`src/rtl/fwd_hazard_ctrl.sv`:
```
// Operand-forwarding select generator and load-use stall detector for the EX-stage operand muxes.
// Optional stall statistics counter enabled by defining FWD_STATS_EN.
module fwd_hazard_ctrl #(
  parameter int unsigned REG_W = 5
) (
  input  logic             clk,
  input  logic             reset,
  input  logic             id_valid,
  input  logic [REG_W-1:0] id_rs1,
  input  logic [REG_W-1:0] id_rs2,
  input  logic             id_use_rs1,
  input  logic             id_use_rs2,
  input  logic [REG_W-1:0] id_rd,
  input  logic             id_wr_en,
  input  logic             id_is_load,
  input  logic             flush,
  input  logic             freeze,
  output logic [1:0]       sel_a,
  output logic [1:0]       sel_b,
  output logic             stall,
  output logic [31:0]      stall_count
);

  localparam int unsigned CNT_W = 32;

  localparam logic [1:0] SEL_RF  = 2'b00;
  localparam logic [1:0] SEL_MEM = 2'b01;
  localparam logic [1:0] SEL_WB  = 2'b10;
  localparam logic [1:0] SEL_WBL = 2'b11;

  // The load flag only matters while the producer is in EX, so it is kept beside the EX entry.
  typedef struct packed {
    logic             valid;
    logic [REG_W-1:0] rd;
    logic             wr;
  } stage_t;

  stage_t ex_q, ex_d, mem_q, mem_d, wb_q, wb_d, wbl_q, wbl_d;
  logic   ex_load_q, ex_load_d;
  logic [1:0] sel_a_q, sel_a_d, sel_b_q, sel_b_d;

  logic ex_prod, mem_prod, wb_prod, wbl_prod;
  logic hit_rs1, hit_rs2, load_use;
  logic [1:0] code_a, code_b;

  function automatic logic [1:0] fwd_code(
    input logic             used,
    input logic [REG_W-1:0] src,
    input logic             exp,
    input logic [REG_W-1:0] ex_rd,
    input logic             memp,
    input logic [REG_W-1:0] mem_rd,
    input logic             wbp,
    input logic [REG_W-1:0] wb_rd,
    input logic             wblp,
    input logic [REG_W-1:0] wbl_rd
  );
    logic [1:0] code;
    code = SEL_RF;
    if (used && (src != '0)) begin
      if (exp && (ex_rd == src))        code = SEL_MEM;
      else if (memp && (mem_rd == src)) code = SEL_WB;
      else if (wbp && (wb_rd == src))   code = SEL_WBL;
      // WBL producer has already written the regfile (read-after-write)
      else if (wblp && (wbl_rd == src)) code = SEL_RF;
    end
    return code;
  endfunction

  always_comb begin
    ex_prod  = ex_q.valid  & ex_q.wr  & (ex_q.rd  != '0);
    mem_prod = mem_q.valid & mem_q.wr & (mem_q.rd != '0);
    wb_prod  = wb_q.valid  & wb_q.wr  & (wb_q.rd  != '0);
    wbl_prod = wbl_q.valid & wbl_q.wr & (wbl_q.rd != '0);

    code_a = fwd_code(id_use_rs1, id_rs1, ex_prod, ex_q.rd, mem_prod, mem_q.rd,
                      wb_prod, wb_q.rd, wbl_prod, wbl_q.rd);
    code_b = fwd_code(id_use_rs2, id_rs2, ex_prod, ex_q.rd, mem_prod, mem_q.rd,
                      wb_prod, wb_q.rd, wbl_prod, wbl_q.rd);

    hit_rs1  = id_use_rs1 & (id_rs1 != '0) & ex_prod & ex_load_q & (ex_q.rd == id_rs1);
    hit_rs2  = id_use_rs2 & (id_rs2 != '0) & ex_prod & ex_load_q & (ex_q.rd == id_rs2);
    load_use = id_valid & (hit_rs1 | hit_rs2);
  end

  // Freeze forces a hold; a flush kills the consumer so it cannot stall.
  assign stall = freeze | (load_use & ~flush);

  // Shadow pipeline advance and select generation
  always_comb begin
    ex_d      = ex_q;
    ex_load_d = ex_load_q;
    mem_d     = mem_q;
    wb_d      = wb_q;
    wbl_d     = wbl_q;
    sel_a_d   = sel_a_q;
    sel_b_d   = sel_b_q;

    if (!freeze) begin
      mem_d     = ex_q;
      wb_d      = mem_q;
      wbl_d     = wb_q;
      ex_d      = '0;
      ex_load_d = 1'b0;
      sel_a_d   = SEL_RF;
      sel_b_d   = SEL_RF;
      if (!flush && !load_use) begin
        ex_d.valid = id_valid;
        ex_d.rd    = id_rd;
        ex_d.wr    = id_wr_en;
        ex_load_d  = id_is_load;
        if (id_valid) begin
          sel_a_d = code_a;
          sel_b_d = code_b;
        end
      end
    end
  end

  always_ff @(posedge clk) begin
    if (reset) begin
      ex_q      <= '0;
      ex_load_q <= 1'b0;
      mem_q     <= '0;
      wb_q      <= '0;
      wbl_q     <= '0;
      sel_a_q   <= SEL_RF;
      sel_b_q   <= SEL_RF;
    end else begin
      ex_q      <= ex_d;
      ex_load_q <= ex_load_d;
      mem_q     <= mem_d;
      wb_q      <= wb_d;
      wbl_q     <= wbl_d;
      sel_a_q   <= sel_a_d;
      sel_b_q   <= sel_b_d;
    end
  end

  assign sel_a = sel_a_q;
  assign sel_b = sel_b_q;

`ifdef FWD_STATS_EN
  logic [CNT_W-1:0] stall_cnt_q, stall_cnt_d;

  // Saturating count of real load-use bubbles
  always_comb begin
    stall_cnt_d = stall_cnt_q;
    if (stall && !freeze && (stall_cnt_q != '1)) begin
      stall_cnt_d = stall_cnt_q + CNT_W'(1);
    end
  end

  always_ff @(posedge clk) begin
    if (reset) begin
      stall_cnt_q <= '0;
    end else begin
      stall_cnt_q <= stall_cnt_d;
    end
  end

  assign stall_count = stall_cnt_q;
`else
  assign stall_count = '0;
`endif

endmodule

```
`config.mk`:
```
export PLATFORM = sky130hd
export DESIGN_NAME = fwd_hazard_ctrl
export DESIGN_NICKNAME = d
export VERILOG_FILES = /design/src/rtl/fwd_hazard_ctrl.sv
export SDC_FILE = /design/constraint.sdc
export NUM_CORES = 1
export LEC_CHECK = 0
export ABC_AREA = 1
export BUFFER_PORTS_ARGS = -buffer_cell sky130_fd_sc_hd__buf_4
export CAP_MARGIN = 20
export CORE_ASPECT_RATIO = 0.6
export CORE_MARGIN = 8
export CORE_UTILIZATION = 45
export DETAILED_ROUTE_END_ITERATION = 12
export PLACE_DENSITY = 0.72
export SYNTH_ARGS = -nofsm -noshare
export SYNTH_HDL_FRONTEND = slang
export SYNTH_SLANG_ARGS = --single-unit
export TNS_END_PERCENT = 20
```
`constraint.sdc`:
```
create_clock -name clk -period 4.1 [get_ports clk]
set_clock_uncertainty 0.15 [all_clocks]
set_input_delay 0.615 -clock clk [delete_from_list [all_inputs] [get_ports clk]]
set_output_delay 0.615 -clock clk [all_outputs]
set_load 0.05 [all_outputs]
```
* After elaboration in Yosys (flattened, before gate mapping) *
Cells that the tools add are included.

storage, ports and cells
  bits in registers = 26
  output and inout port bits = 37

operators by class
  bitwise logic cells = 19
  equality and inequality tests = 6
  reduce and logical (&&, ||, !) cells = 16
  multiplexer cells = 14

operators by type and width
  cell               count
  $eq 5x5->1         6
  $reduce_bool 5->1  5
  $mux 2             12
  $and 1x1->1        16
  $logic_and 1x1->1  9
  $mux 7             1
  $logic_not 1->1    2
  $or 1x1->1         2
  $mux 1             1
  $not 1->1          1

* Longest topological paths before layout *
  word-level depth = 10
  mapped depth = 12

* Worst setup path after synthesis *
No wires, ideal clock.

  path kind = input to output
  start = input id_rs1[1]
  end = output stall
  stages = 10
  path buffers = 0
  arrival = 1.946 ns
  setup slack = 1.389 ns
  data required time = 3.335 ns
  path through = inv_1 > nand2_1 > nand2_1 > nor2_1 > nand2_1 > nor2_2 > nand3_1 > nand2_1 > nand2_2 > o21ai_1

on the way
  cells in the longest elaborated chain, start to end = 9

ends and longest elaborated chain
  what                       line  text
  start: declaration         9     input logic [REG_W-1:0] id_rs1,
  $reduce_bool 5->1          81    hit_rs1 = id_use_rs1 & (id_rs1 != '0) & ex_prod & ex_load_q & (ex_q.rd == id_rs1);
  $and 1x1->1 (3 in series)  81
  $and 1x1->1 (*)            81
  $or 1x1->1 (*)             83    load_use = id_valid & (hit_rs1 | hit_rs2);
  $and 1x1->1 (*)            83
  $and 1x1->1 (*)            87    assign stall = freeze | (load_use & ~flush);
  $or 1x1->1 (*)             87
  end: declaration           20    output logic stall,

Mark *: on every way between the ends. The rest lies on a longest branch, timed or not.

* Worst setup path after layout *
  start = register ex_q[2] (netlist bit)
  end = output stall

on the way
  cells in the longest elaborated chain, start to end = 9

ends and longest elaborated chain
  what                                                 line    text
  start: declaration                                   38      stage_t ex_q, ex_d, mem_q, mem_d, wb_q, wb_d, wbl_q, wbl_d;
  start signal: assignment                             122     ex_q <= '0;
  start signal: assignment                             130     ex_q <= ex_d;
  $reduce_bool 5->1                                    71      ex_prod = ex_q.valid & ex_q.wr & (ex_q.rd != '0);
  $and 1x1->1                                          71
  $and 1x1->1, on equally long branches (3 in series)  81, 82
  $or 1x1->1 (*)                                       83
  $and 1x1->1 (*)                                      83
  $and 1x1->1 (*)                                      87
  $or 1x1->1 (*)                                       87

Marked as above.

==> results.md <==
* Status: completed
* CP Max Fanout at 8
* R2r worst-path depth at 11
* Final wirelength at 4.58 mm
* Max Transition Viols Final at 0
* Post-cts sizing count at 0
* Mapped Cells at a little under 300
* Vias per cell at between 4 and 5
* Placement row count at 18
* Synth top area cells: dfxtp_1, nand2_1, buf_4
* Chip Height at 66.1 µm
* Max Buffers Root-to-Sink at 2
* Largest net degree at the start of global routing at 28
* Startpoint types: flip-flop
* Leakage Power at 1.01 nW
* Hold crit path type: flip-flop to flip-flop
* Antenna-violating nets left at 0
* Total I/O pin count at 61
* DIE AREA at approximately 0.0066 mm²
* TritonCTS Buffers at 3
* Final min period at 2.61 ns
* Total of max-cap violations at 0
* Top-area cell type share of the netlist area at 0.277
* Core Box Area at between 0.004 and 0.005 mm²
* Starting utilization of the core area at 0.464
* FF+latch count, synth at 26
* Hold_buf cts at 0
* Area growth from synthesis to layout at 10.4%
* Achievable Freq at around 380 MHz
* Netlist cell types at 25
* Total Power at about 0.65 mW
* CTS tree: built
* Nets at 347
* ANT cells at 0
* Via count at approximately 1700
* Final Core Density at 0.513
* Root buf cell: clkbuf_8
* Port Buffers at 28
* Hold depth at 2
* Worst EP arrival at around 1.9 ns
* Leading cell type in the layout, fill and taps excluded: nand2_1
* Most frequent cells in the layout: nand2_1, nor2_1, conb_1
* Setup ws final at roughly 1.5 ns
* Vias in the first global route at 1730
* Pre-CTS WS at ~1.5 ns
* Yosys warnings at 0
* Final Hold Fails at 0
* Critical path endpoint category: output port
* Worst skew pair latency at 0.27 ns
* Clock-pin slew on the worst setup and hold paths at about 0.1 ns
* RSZ-0062 raised after global routing: no
* Avg WL per Cell at roughly 12 µm
* RePlAce Congestion at roughly 0.87
* Seq/Total Area, Yosys at 0.277
* Final Setup Violations at 0
* VDD IR-drop max at approximately 0.19 mV
* Setup Buffers After CTS at 0
* Setup TNS at 0 ns
* Die width at around 99 µm
* Critical path type: flip-flop to output port
* DRC violations left at 0
* Drt first pass iters at 4
* Pwr dens at ~310 mW/mm²
* Ratio of final minimum period to clock period at 0.637
* GRT Overall Usage at 0.144
* Sink Count at 26
* # H-tree levels at 1
* Share of post-route cells with drive strength above 1 at 0.121
* Initial antenna violation count at 0
* Critical Path RT at approximately 3.3 ns
* Post-DP HPWL at approximately 3.6 mm
* Number of DRC markers in iteration 0 at between 60 and 70
* Mapped Area at ~0.0019 mm²
* Largest area contributor in the netlist: dfxtp_1
* Post-synthesis average cell area at 6.31 µm²
* First-pass GRT wire length at 7.80 mm
* Total grt overflow at 0
-- routing by layer --
metal	global-route usage	vias to the layer above	part of all wire
li1	-	911	-
met1	0.191	749	0.49
met2	0.233	48	0.43
met3	0.0410	2	0.076
met4	0.0206	0	0.0026
met5	0	-	0
-- registers in the layout (all words and copies together), names as in the netlist --
| register | flops |
|---|---|
| ex_q | 7 |
| sel_a | 2 |
| wb_q | 7 |
| sel_b | 2 |
| ex_load_q | 1 |
| mem_q | 7 |
-- final timing paths --
| path | from | endpoint | slack [ns] |
|---|---|---|---|
| setup reg to reg | ex_q[2] | ex_q[1] | 2.44 |
| hold reg to reg | wb_q[6] | wb_q[6] | 0.32 |
| hold / removal | wb_q[6] | wb_q[6] | 0.32 |
| setup / recovery | ex_q[2] | stall | 1.49 |
-- cells by family (layout without fill, tap and decap cells) --
group                  after synthesis  count (layout)  synth area share
AND/OR/NAND/NOR                    154             154             0.348
buffers and inverters               71              64             0.206
AO/OA/AOI/OAI                       28              28            0.0838
flip-flops                          26              26             0.277
XOR/XNOR                            18              18            0.0838
other                                1              32           0.00199
-- cell usage after synthesis --
library cell  number
clkinv_1           1
o21bai_1           1
a21oi_1           18
or2_0              1
o21ai_0            1
nand2_1           86
xnor2_1           14
a211oi_1           6
inv_2              2
nor2_2             2
clkbuf_1           7
nand3b_1           8
inv_1             28
conb_1             1
nand3_1           14
nor3_1             2
nand2_2            1
nor2_1            36
buf_4             32
buf_2              1
nand4_2            1
xor2_1             4
nand4_1            3
o21ai_1            2
dfxtp_1           26
-- power by group --
part / switching [mW] / internal [mW] / total (mW)
Clock: 0.0855 / 0.131 / 0.216
Combinational: 0.120 / 0.0443 / 0.164
Sequential: 0.0107 / 0.261 / 0.272
Total: 0.216 / 0.436 / 0.653
-- per-stage QoR --
step	instances	hold WS, ns	instance area, µm²
floorplan	329	0.295	2000
global placement	368	0.304	2010
detailed placement	368	0.306	2010
CTS	372	0.322	2080
global route	372	0.347	2080
finish	372	0.323	2080
-- area by class of cell --
cell class                 instances  area [µm²]
timing repair buffer              29         218
clock inverter                     1        30.0
sequential                        26         520
inverter                          31         116
multi-input combinational        232        1090
clock buffer                       3        41.3
fill                             447        1980
tap                               50        62.6
-- worst max-delay path, cell delays in order (launching register included) --
cell and delay [ns]:
dfxtp_1 0.41, inv_1 0.10, nand2_1 0.07, nand2_1 0.05, nor2_1 0.10, nand2_1 0.07, nor2_2 0.14, nand3_1 0.08
nand2_1 0.08, nand2_2 0.11, o21ai_1 0.14, buf_4 0.21
No activity file was read; power rests on OpenSTA's default activity.
